==> src/rtl/jt12_op_pkg.sv <==
// Shared definitions for the operator register update block: word field
// positions, register group codes, slot count and the slot index helper.
package jt12_op_pkg;

  localparam int OP_SLOTS = 24;

  localparam int DT_HI  = 43;
  localparam int DT_LO  = 41;
  localparam int MUL_HI = 40;
  localparam int MUL_LO = 37;
  localparam int TL_HI  = 36;
  localparam int TL_LO  = 30;
  localparam int KS_HI  = 29;
  localparam int KS_LO  = 28;
  localparam int AR_HI  = 27;
  localparam int AR_LO  = 23;
  localparam int AM_BIT = 22;
  localparam int D1R_HI = 21;
  localparam int D1R_LO = 17;
  localparam int D2R_HI = 16;
  localparam int D2R_LO = 12;
  localparam int SL_HI  = 11;
  localparam int SL_LO  = 8;
  localparam int RR_HI  = 7;
  localparam int RR_LO  = 4;
  localparam int SSG_HI = 3;
  localparam int SSG_LO = 0;

  localparam logic [3:0] GRP_DT_MUL  = 4'h3;
  localparam logic [3:0] GRP_TL      = 4'h4;
  localparam logic [3:0] GRP_KS_AR   = 4'h5;
  localparam logic [3:0] GRP_AM_D1R  = 4'h6;
  localparam logic [3:0] GRP_D2R     = 4'h7;
  localparam logic [3:0] GRP_SL_RR   = 4'h8;
  localparam logic [3:0] GRP_SSG     = 4'h9;

  typedef enum logic {
    ST_INIT = 1'b0,
    ST_RUN  = 1'b1
  } op_state_t;

  // Slot ordering: operator-major, then bank, then channel within bank.
  function automatic logic [4:0] slot_index(input logic [1:0] opi,
                                            input logic       part,
                                            input logic [1:0] ch);
    return 5'(opi) * 5'd6 + (part ? 5'd3 : 5'd0) + 5'(ch);
  endfunction

endpackage

==> src/rtl/jt12_opreg_merge.sv <==
// Combinational field merge: replaces the fields selected by a register
// group inside a 44-bit operator word, leaving every other bit intact.
module jt12_opreg_merge
  import jt12_op_pkg::*;
(
  input  logic [43:0] word,
  input  logic [3:0]  grp,
  input  logic [7:0]  data,
  output logic [43:0] merged
);

  always_comb begin
    merged = word;
    case (grp)
      GRP_DT_MUL: begin
        merged[DT_HI:DT_LO]   = data[6:4];
        merged[MUL_HI:MUL_LO] = data[3:0];
      end
      GRP_TL: merged[TL_HI:TL_LO] = data[6:0];
      GRP_KS_AR: begin
        merged[KS_HI:KS_LO] = data[7:6];
        merged[AR_HI:AR_LO] = data[4:0];
      end
      GRP_AM_D1R: begin
        merged[AM_BIT]        = data[7];
        merged[D1R_HI:D1R_LO] = data[4:0];
      end
      GRP_D2R: merged[D2R_HI:D2R_LO] = data[4:0];
      GRP_SL_RR: begin
        merged[SL_HI:SL_LO] = data[7:4];
        merged[RR_HI:RR_LO] = data[3:0];
      end
      GRP_SSG: merged[SSG_HI:SSG_LO] = data[3:0];
      default: ;
    endcase
  end

endmodule

==> src/rtl/jt12_opreg_upd.sv <==
// Operator parameter RAM front end: slot counter, RAM clear after reset,
// and a single pending CPU write merged into its slot as the slot passes.
module jt12_opreg_upd
  import jt12_op_pkg::*;
#(
  parameter int SLOTS = OP_SLOTS
) (
  input  logic        clk,
  input  logic        rst_n,
  input  logic        clk_en,
  input  logic        wr_en,
  input  logic        wr_part,
  input  logic [7:0]  wr_addr,
  input  logic [7:0]  wr_data,
  output logic        busy,
  output logic [4:0]  ram_rd_addr,
  output logic [4:0]  ram_wr_addr,
  output logic [43:0] ram_data,
  input  logic [43:0] ram_q,
  output logic [4:0]  op_slot,
  output logic [43:0] op_word
);

  localparam logic [4:0] SLOT_LAST = 5'(SLOTS - 1);

  op_state_t   state, state_nx;
  logic [4:0]  slot, slot_nx;
  logic        pending, pending_nx;
  logic [7:0]  p_addr, p_data;
  logic        p_part;
  logic [4:0]  p_target;
  logic        wr_ok, accept, hit;
  logic [43:0] merged;

  jt12_opreg_merge u_merge (
    .word   (ram_q),
    .grp    (p_addr[7:4]),
    .data   (p_data),
    .merged (merged)
  );

  // Write handshake: wr_en is taken on a clk_en cycle only while busy is low;
  // anything offered while busy (or with a bad address) is dropped, not held.
  always_comb begin
    slot_nx  = (slot == SLOT_LAST) ? 5'd0 : slot + 5'd1;
    p_target = slot_index(p_addr[3:2], p_part, p_addr[1:0]);
    busy     = (state == ST_INIT) || pending;
    wr_ok    = (wr_addr[7:4] >= GRP_DT_MUL) && (wr_addr[7:4] <= GRP_SSG) &&
               (wr_addr[1:0] != 2'd3);
    accept   = wr_en && !busy && wr_ok;
    hit      = (state == ST_RUN) && pending && (slot == p_target);

    state_nx = state;
    if ((state == ST_INIT) && (slot == SLOT_LAST)) state_nx = ST_RUN;

    pending_nx = pending;
    if (hit)    pending_nx = 1'b0;
    if (accept) pending_nx = 1'b1;
  end

  // ram_q already holds the current slot's word because the read address
  // runs one slot ahead of the write address.
  always_comb begin
    ram_wr_addr = slot;
    ram_rd_addr = slot_nx;
    op_slot     = slot;
    if (state == ST_INIT) ram_data = '0;
    else if (hit)         ram_data = merged;
    else                  ram_data = ram_q;
    op_word = ram_data;
  end

  always_ff @(posedge clk) begin
    if (!rst_n) begin
      state   <= ST_INIT;
      slot    <= '0;
      pending <= 1'b0;
      p_addr  <= '0;
      p_data  <= '0;
      p_part  <= 1'b0;
    end else if (clk_en) begin
      state   <= state_nx;
      slot    <= slot_nx;
      pending <= pending_nx;
      if (accept) begin
        p_addr <= wr_addr;
        p_data <= wr_data;
        p_part <= wr_part;
      end
    end
  end

endmodule

==> config.mk <==
export PLATFORM = sky130hd
export DESIGN_NAME = jt12_opreg_upd
export DESIGN_NICKNAME = d
export VERILOG_FILES = /design/src/rtl/jt12_op_pkg.sv /design/src/rtl/jt12_opreg_merge.sv /design/src/rtl/jt12_opreg_upd.sv
export SDC_FILE = /design/constraint.sdc
export NUM_CORES = 1
export LEC_CHECK = 0
export CAP_MARGIN = 40
export CORE_MARGIN = 4
export CORE_UTILIZATION = 36
export DETAILED_ROUTE_END_ITERATION = 12
export HOLD_SLACK_MARGIN = 0.06
export PLACE_DENSITY = 0.82
export SLEW_MARGIN = 0
export SYNTH_ARGS = -nofsm -noshare
export SYNTH_HDL_FRONTEND = slang
export SYNTH_SLANG_ARGS = --single-unit
==> constraint.sdc <==
create_clock -name clk -period 4.6 [get_ports clk]
set_input_delay 0.92 -clock clk [delete_from_list [all_inputs] [get_ports clk]]
set_output_delay 0.92 -clock clk [all_outputs]
set_load 0.02 [all_outputs]
---- After elaboration in Yosys (flattened, before gate mapping) ----
Cells that the tools add are included.
storage, ports and cells
  output and inout port bits .............. 104
  bits in registers ....................... 24
cells by class
  equality and inequality tests ........... 10
  $mul .................................... 1
  bitwise gates (word level) .............. 1
  add/sub/neg operators ................... 3
  reduce and logical (&&, ||, !) cells .... 13
  mux-type cells .......................... 13
  magnitude comparators ................... 2
operators by type and width
  cell                                                                                 number
  44-bit two-way mux                                                                   2
  7-bit two-way mux                                                                    3
  4-bit by 3-bit equality test with 1-bit output, second input constant                4
  5-bit by 2-bit adder with 5-bit output                                               2
  5-bit two-way mux                                                                    2
  4-bit equality test, second input constant                                           2
  8-bit two-way mux                                                                    1
  1-bit logical AND                                                                    7
  6-bit two-way mux                                                                    1
  2-bit AND reduction                                                                  3
  5-bit by 1-bit adder with 5-bit output, second input constant                        1
  5-bit equality test                                                                  1
  5-bit equality test, second input constant                                           1
  4-bit by 2-bit equality test with 1-bit output, second input constant                1
  4-bit by 2-bit greater-or-equal comparator with 1-bit output, second input constant  1
  4-bit <= comparator, second input constant                                           1
  2-bit by 2-bit multiplier with 4-bit output, second input constant                   1
  4-bit two-way mux                                                                    1
  1-bit two-way mux                                                                    2
  2-bit two-way mux                                                                    1
  2-bit != test, second input constant                                                 1
  2-bit nonzero test                                                                   1
  1-bit zero test                                                                      1
  1-bit logical OR                                                                     1
  1-bit NOT                                                                            1

---- Longest topological paths before layout ----
Gate-level depths: netlist (run 1).
  depth after elaboration ................. 7
  mapped depth ............................ 12

---- Modules after synthesis ----
A second synthesis (run 1) with hierarchy kept.
unflattened totals
  cells, all modules ...................... 380
  area total of the unflattened synthesis .. 3076.7 µm²
by module, submodules not included
  module            instances  area an instance (µm²)  seq. area each (µm²)  cells each
  jt12_opreg_upd    1          2448.6                  480.5                 325
  jt12_opreg_merge  1          628.1                   0.0                   55

---- Worst setup path before layout (run 1) ----
No wires, ideal clock.
  path type ............................... flip-flop to output port
  start point ............................. reg p_addr[2]
  end point ............................... out ram_data[37]
  slack ................................... 0.053 ns
  path buffers ............................ 2
  data required time ...................... 3.680 ns
  arrival ................................. 3.627 ns
  cell stages (with the launch flop) ...... 13
  path through ............................ dfxtp_1 > inv_1 > fa_1 > inv_1 > ha_1 > fa_1 > xor2_1 > nor4_4 > o2111ai_1 > or4b_1 > buf_2 > mux2i_1 > buf_4
on the way
  cells in the longest elaborated chain, start to end .. 7
ends and longest elaborated chain
  what                                                  RTL line              text
  start: declaration                                    jt12_opreg_upd.sv:29  logic [7:0] p_addr, p_data;
  start signal: assignment                              jt12_opreg_upd.sv:86  p_addr <= wr_addr;
  2-bit by 2-bit multiplier with 4-bit output           jt12_op_pkg.sv:46     return 5'(opi) * 5'd6 + (part ? 5'd3 : 5'd0) + 5'(ch);
  5-bit by 2-bit adder with 5-bit output (2 in series)  jt12_op_pkg.sv:46
  5-bit equality test                                   jt12_opreg_upd.sv:51  hit = (state == ST_RUN) && pending && (slot == p_target);
  1-bit logical AND                                     jt12_opreg_upd.sv:51
  44-bit two-way mux                                    jt12_opreg_upd.sv:68  else if (hit) ram_data = merged;
  44-bit two-way mux                                    jt12_opreg_upd.sv:67  if (state == ST_INIT) ram_data = '0;
  end: declaration                                      jt12_opreg_upd.sv:18  output logic [43:0] ram_data,
Every way passes these cells.

---- Worst setup path in the final report (run 1) ----
  start point ............................. reg p_part
  end point ............................... out op_word[23]
on the way
  cells in the longest elaborated chain, start to end .. 7
ends and longest elaborated chain
  what                                                  RTL line              text
  start: declaration                                    jt12_opreg_upd.sv:30  logic p_part;
  start signal: assignment                              jt12_opreg_upd.sv:88  p_part <= wr_part;
  2-bit two-way mux                                     jt12_op_pkg.sv:46
  5-bit by 2-bit adder with 5-bit output (2 in series)  jt12_op_pkg.sv:46
  5-bit equality test                                   jt12_opreg_upd.sv:51
  1-bit logical AND                                     jt12_opreg_upd.sv:51
  44-bit two-way mux                                    jt12_opreg_upd.sv:68
  44-bit two-way mux                                    jt12_opreg_upd.sv:67
  end: declaration                                      jt12_opreg_upd.sv:21  output logic [43:0] op_word
Every way passes these cells.

==> results.md, run 1 <==
- P_int: 397 uW
- Syn Inst Count: 292
- Post-DP HPWL: 6830 um
- Die area: 8240 um2
- Ports: 169
- Initial antenna violation count: 0
- Pleak: 0.00209 uW
- ANT cells: 0
- Yosys top cell area share: 25.6%
- PortBufs: 168
- GPL Wtd Cong: 0.842
- Max Clock Freq: 0.222 GHz
- Overall via count from detail_route: 2436
- Width of the chip: 90.8 um
- Row count: 29
- Reg-to-Reg Start: p_part
- Root Driver: clkbuf_8
- Mean Syn Cell Area: 8.45 um2
- Clock skew: 7.27 ps
- Filler cells: 584
- Status: complete, no violations
- Worst VDD drop: 0.000148 V
- Hold Path Sink: pending
- Number of synthesized register bits: 24
- Inserted Clock Buffers: 3
- Sw frac: 21.4%
- Post-route ant nets: 0
- Vias in the first global route: 2608
- Setup crit end kind: output port
- Max Slew Vio Count: 0
- DR iter-0 viols: 47
- DRT Pass-1 Iters: 4
- Unique masters post-synth: 38
- Crit-path max FO: 4
- Longest Clk Path Bufs: 2
- Total Nets Final: 492
- CTS tree: done
- Worst Path Arrival: 3590 ps
- Worst r2r dst: pending
- Path type of the worst setup path: reg -> out
- Max-cap viol count: 0
- Wire length per cell: 17.1 um
- Worst Path Required: 3680 ps
- Die Y: 90.8 um
- Hold path start: pending
- Largest net degree at the start of global routing: 55
- Hold Crit Depth: 2
- Final Hold Viols: 0
- Starting density of the core: 38.0%
- Seq/Total Area, Yosys: 19.5%
- H-tree depth: 1
- R2R Setup Slk: 2040 ps
- Top area cells in the synthesized netlist: mux2i_1 (26%), dfxtp_1 (19%), buf_4 (15%), nor2b_1 (10%), nand2_1 (5.6%)
- Final period util: 98.0%
- PwrDens: 127 nW/um2
- Mapped Area: 2470 um2
- Final Non-Filler Cells: 495
- Top-count cell post-synth: mux2i_1
- Slew @ Worst Pin: 658 ps
- Cts hold-fix bufs: 0
- Grt met1 use: 23.0%
- Met2 Usage GRT: 36.9%
- # DRC: 0
- Async set or reset register ratio after synthesis: 0%
- Dominant cell type by area after synthesis: mux2i_1
- Number of enable flip-flop cells after synthesis: 0
- Met3 Usage GRT: 4.67%
- Vias per cell: 4.92
- Total grt overflow: 0
- Clock power share: 36.8%
- Crit path launch type: flop
- Global route hottest layer: met2
- Synthesized Nets: 365
- Placed cells: 486
- Slew margin rel.: 56.0%
- R2R cell count: 11
- Flop pwr share: 42.4%
- Area growth, synth to finish: 62.0%
- Placeable Area: 6490 um2
- Total track usage: 19.9%
- First-pass GRT wire length: 13500 um
- Combinational Power Share: 20.9%
- Total wire length: 8460 um
- Post-layout minimum cycle time: 4510 ps
- Clk_lat worst skew: 270 ps
- RSZ-0062 raised after global routing: true
- Top_reg_cell synth: dfxtp_1
- Ratio of cells with drive above 1 in the final layout: 24.2%
- NetSw: 108 uW
- Final setup vio count: 0
- Clk slew on worst S/H paths: 90 ps
- Clock sinks: 24
- Commonest cells in the netlist: mux2i_1 (63), buf_4 (49), nor2b_1 (41)
- Syn. warnings: 0
- Final Util: 61.5%
- Hold Path Class: reg -> reg
==> worst max-delay path by stage <==
stage | end | startpoint | slack, ps
floorplan | ram_data[37] | p_addr[2] | 50
global placement | op_word[38] | p_addr[1] | -90
detailed placement | ram_data[28] | p_addr[1] | -190
CTS | op_word[27] | p_addr[1] | -100
global route | op_word[23] | p_part | -80
finish | op_word[23] | p_part | 90
==> power groups by stage <==
stage | clock [uW] | combinational, uW | sequential (uW)
after global placement | 0 | 104 | 219
after floorplan | 0 | 32.1 | 221
final | 186 | 106 | 214
after global routing | 200 | 114 | 215
after CTS | 191 | 106 | 214
after detailed placement | 0 | 105 | 219
==> flip-flops by register name, summed over array words and instances, names as in the netlist <==
register,cells
p_data,8
op_slot,5
pending,1
p_addr,8
state,1
p_part,1
==> critical path, cell delays in order (launching register included) <==
cell and delay [ps]:
dfxtp_2 340, inv_2 40, fa_1 530, inv_1 50, ha_2 190, fa_1 490, xor2_2 180, nor4_4 180
o2111ai_2 160, buf_4 180, nor4b_2 210, buf_4 180, buf_12 120, buf_12 100, mux2i_4 240, buf_6 150
==> layer usage <==
layer,part of all wire (%),up-vias
met3,6.4,11
met4,1.4,0
met5,0,-
met2,53,111
li1,-,1188
met1,40,1126
==> kinds of logic (layout without fill, tap and decap cells) <==
family	after synthesis	in the layout	share of synthesized area (%)
flops	24	24	19.5
compound gates	18	18	5.78
simple gates	98	98	22.4
xor+xnor	9	9	3.19
fa+ha+maj	8	8	4.67
mux	63	63	25.6
buf+inv	72	198	19.0
==> placed cells by master (no fill, tap or decap), types with 3 or more instances in the layout <==
master	count
dfxtp_1	21
a21oi_1	3
xor2_1	6
inv_1	4
mux2i_4	7
nand2_1	37
clkdlybuf4s50_1	80
mux2i_2	7
clkbuf_8	3
clkbuf_2	13
dlygate4sd2_1	39
buf_6	7
nor2_1	3
buf_2	15
mux2i_1	49
o21ai_0	3
nor2b_1	41
dfxtp_2	3
buf_4	30
ha_1	5
o2111ai_2	3
==> stage by stage <==
step	hold slack (ps)	cell area, um2	setup TNS, ps	setup WS, ps	total power, uW
after global placement	488	3920	-630	-88.7	323
after CTS	521	3880	-744	-97.7	512
after detailed placement	508	3940	-3920	-190	324
after floorplan	452	2470	0	53.0	253
final	515	4000	0	89.8	506
after global routing	545	4000	-817	-81.9	529
==> layout make-up <==
| cell class | instances | area [um2] | share of cell area, % |
|---|---|---|---|
| Timing Repair Buffer | 188 | 1660 | 41.6 |
| Multi-Input combinational cell | 196 | 1660 | 41.5 |
| Sequential cell | 24 | 484 | 12.1 |
| Tap cell | 77 | 96.3 | 2.41 |
| Clock buffer | 3 | 41.3 | 1.03 |
| Clock inverter | 1 | 30.0 | 0.751 |
| Inverter | 6 | 22.5 | 0.563 |
==> repair_timing <==
item                                    CTS  global route
endpoints found under the setup margin   88            82
buffers inserted                          5             0
pin swaps                                 0             5
cloned                                    0             0
gates resized for setup                 208            68
No activity file was read; power rests on OpenSTA's default activity.
==> run 2, diff against run 1 <==
--- a/config.mk
+++ b/config.mk
@@ -8,6 +8,7 @@
 export CAP_MARGIN = 40
 export CORE_MARGIN = 4
 export CORE_UTILIZATION = 36
+export CTS_CLUSTER_DIAMETER = 100
 export DETAILED_ROUTE_END_ITERATION = 12
 export HOLD_SLACK_MARGIN = 0.06
 export PLACE_DENSITY = 0.82
==> results of run 2 <==
No change in the layout: final DEF, timing and power equal those of run 1.
==> run 3, diff against run 2 <==
--- a/config.mk
+++ b/config.mk
@@ -5,13 +5,15 @@
 export SDC_FILE = /design/constraint.sdc
 export NUM_CORES = 1
 export LEC_CHECK = 0
+export ABC_CLOCK_PERIOD_IN_PS = 4600
 export CAP_MARGIN = 40
 export CORE_MARGIN = 4
-export CORE_UTILIZATION = 36
+export CORE_UTILIZATION = 55
 export CTS_CLUSTER_DIAMETER = 100
 export DETAILED_ROUTE_END_ITERATION = 12
+export DONT_BUFFER_PORTS = 1
 export HOLD_SLACK_MARGIN = 0.06
-export PLACE_DENSITY = 0.82
+export PLACE_DENSITY = 0.7
 export SLEW_MARGIN = 0
 export SYNTH_ARGS = -nofsm -noshare
 export SYNTH_HDL_FRONTEND = slang
==> run 3 against run 2 <==
Compared with the run above: total power shrank 27%; clock power shrank 33%; first-iteration DRC count grew 49%; register-to-register slack lost 60 ps.
==> results.md, run 3 (synthesis results as in run 1) <==
- R2R Setup Slk: 1980 ps (was 2040 ps)
- Vias in the first global route: 1915 (was 2608)
- Area growth, synth to finish: 4.31% (was 62.0%)
- Hold Path Sink: pending (unchanged)
- Most common cell after layout, fill and taps aside: mux2i_1 (was clkdlybuf4s50_1)
- Crit path cell chain: inv_1 > fa_1 > inv_1 > ha_2 > fa_1 > xor2_1 > nor4_4 > o2111ai_2 > or4b_4 > mux2i_1 > buf_4 (was inv_2 > fa_1 > inv_1 > ha_2 > fa_1 > xor2_2 > nor4_4 > o2111ai_2 > buf_4 > nor4b_2 > buf_4 > buf_12 > buf_12 > mux2i_4 > buf_6)
- CTS tree: done (unchanged)
- First-pass GRT wire length: 9230 um (was 13500 um)
- Total wire length: 6450 um (was 8460 um)
- Initial antenna violation count: 0 (unchanged)
- WHS: 486 ps (was 515 ps)
- Status: complete, no violations (unchanged)
- Path type of the worst setup path: reg -> out (unchanged)
- Crit-path max FO: 7 (was 4)
- Clock skew: 2.83 ps (was 7.27 ps)
- Worst Path Required: 3680 ps (about the same)
- Worst r2r dst: pending (unchanged)
- Overall via count from detail_route: 1955 (was 2436)
- Die Y: 75.0 um (was 90.8 um)
- Final Hold Viols: 0 (unchanged)
- Largest net degree at the start of global routing: 55 (unchanged)
- Die area: 5620 um2 (was 8240 um2)
- Worst VDD drop: 0.000131 V (was 0.000148 V)
- Ratio of cells with drive above 1 in the final layout: 25.1% (was 24.2%)
- Commonest cells after routing, fill and taps aside: mux2i_1 (63), buf_4 (53), nor2b_1 (41), nand2_1 (37), dfxtp_1 (21) (was clkdlybuf4s50_1 (80), mux2i_1 (49), nor2b_1 (41), dlygate4sd2_1 (39), nand2_1 (37))
- Final period util: 95.9% (was 98.0%)
- Hold Crit Depth: 2 (unchanged)
- Cts hold-fix bufs: 0 (unchanged)
- Worst Path Arrival: 3490 ps (was 3590 ps)
- Slew @ Worst Pin: 664 ps (was 658 ps)
- ANT cells: 0 (unchanged)
- Width of the chip: 75.0 um (was 90.8 um)
- Max-cap viol count: 0 (unchanged)
- Total grt overflow: 0 (unchanged)
- Max Slew Vio Count: 0 (unchanged)
- Post-layout minimum cycle time: 4410 ps (was 4510 ps)
- Placeable Area: 4350 um2 (was 6490 um2)
- Total track usage: 21.3% (was 19.9%)
- Hold path start: pending (unchanged)
- Inserted Clock Buffers: 3 (unchanged)
- Sequential cell area: 484 um2 (unchanged)
- Worst path max stage delay: 620 ps (was 530 ps)
- GPL Wtd Cong: 0.781 (was 0.842)
- Filler cells: 397 (was 584)
- CP startpoint: p_addr[1] (was p_part)
- Reg-to-Reg Start: p_addr[1] (was p_part)
- Max Clock Freq: 0.227 GHz (was 0.222 GHz)
- Setup crit end kind: output port (unchanged)
- Clock sinks: 24 (unchanged)
- Starting density of the core: 56.7% (was 38.0%)
- Wire length per cell: 19.2 um (was 17.1 um)
- Post-DP HPWL: 5050 um (was 6830 um)
- PwrDens: 144 nW/um2 (was 127 nW/um2)
- Pleak: 0.00137 uW (was 0.00209 uW)
- Clk_lat worst skew: 260 ps (was 270 ps)
- Final setup margin: 188 ps (was 89.8 ps)
- Ports: 169 (unchanged)
- Root Driver: clkbuf_8 (unchanged)
- Longest Clk Path Bufs: 2 (unchanged)
- Hold Path Class: reg -> reg (unchanged)
- Post-route ant nets: 0 (unchanged)
- Slew margin rel.: 55.2% (was 56.0%)
- Total Nets Final: 358 (was 492)
- Area of the multi-input gates: 1550 um2 (was 1660 um2)
- Crit path launch type: flop (unchanged)
- DRT Pass-1 Iters: 4 (unchanged)
- DR iter-0 viols: 70 (was 47)
- Clk slew on worst S/H paths: 80 ps (was 90 ps)
- Final setup vio count: 0 (unchanged)
- PortBufs: 0 (was 168)
- R2R cell count: 11 (unchanged)
- H-tree depth: 1 (unchanged)
- Row count: 24 (was 29)
- Critical path buffer and inverter count: 3 (was 7)
- Crit-path leading delay family: adder cells (unchanged)
- CP max stage cell: or4b_4 (was fa_1)
- # DRC: 0 (unchanged)
- Vias per cell: 5.84 (was 4.92)
- RSZ-0062 raised after global routing: true (unchanged)
- DP Worst Slack: 89.1 ps (was -190 ps)
## run 3: changes by cell type in the layout (fill, tap and decap cells not counted), sizes merged
cell	previous run	this run
clkdlybuf4s50	80	0
dlygate4sd2	39	0
clkbuf	16	3
buf	55	54
bufinv	1	0
clkdlybuf4s15	1	0
## run 3: metrics by stage
stage	cell area (um2)	utilization, %	total power [uW]	setup TNS [ps]	instances
after floorplan	2470	-	253	0	292
after global placement	2480	57.0	251	0	329
after detailed placement	2500	57.3	252	0	330
after CTS	2550	58.7	374	0	334
after global routing	2570	59.1	387	-3.30	335
final	2570	59.1	371	0	335
## run 3: repair_timing
| item | 4_1_cts | 5_1_grt |
|---|---|---|
| gates resized for setup | 2 | 4 |
| setup buffers | 1 | 1 |
| endpoints found under the hold margin | 0 | 0 |
| setup endpoints to repair | 16 | 48 |
| pin swaps | 3 | 1 |
## run 3: power breakdown
part / switching [uW] / internal, uW / total, uW
Sequential: 7.27 / 210 / 217
Clock: 65.4 / 58.5 / 124
Combinational: 16.9 / 13.5 / 30.3
## run 3: worst register-to-register path, stage by stage (launching register included)
cell and delay [ps]:
dfxtp_2 330, inv_1 50, fa_1 540, inv_1 50, ha_2 190, fa_1 440, xor2_1 180, nor4_4 220
buf_4 200, o2111ai_1 120, nand2_1 90, a21boi_0 70
## run 3: worst max path at each step
| stage | endpoint | slack (ps) | depth (start not counted) |
|---|---|---|---|
| 2_1_floorplan | ram_data[37] | 50 | 12 |
| 3_3_place_gp | op_word[38] | 250 | 11 |
| 3_5_place_dp | ram_data[43] | 90 | 11 |
| 4_1_cts | ram_data[43] | 60 | 11 |
| 5_1_grt | op_word[38] | -1 | 11 |
| 6_report | ram_data[43] | 190 | 11 |
## run 3: area by class of cell
cell class              count  share of cell area, %
multi-input cells         196                   60.1
flip-flops and latches     24                   18.8
repair buffers             54                   16.0
well taps                  52                   2.53
clock buffers               3                   1.60
inverters                   6                  0.875
## run 3: per-layer routing
metal	global-route usage [%]	vias to the layer above	wire length [um]
li1	-	917	-
met1	27.6	940	2740
met2	34.5	86	3100
met3	6.68	12	536
met4	5.34	0	68
met5	0	-	0
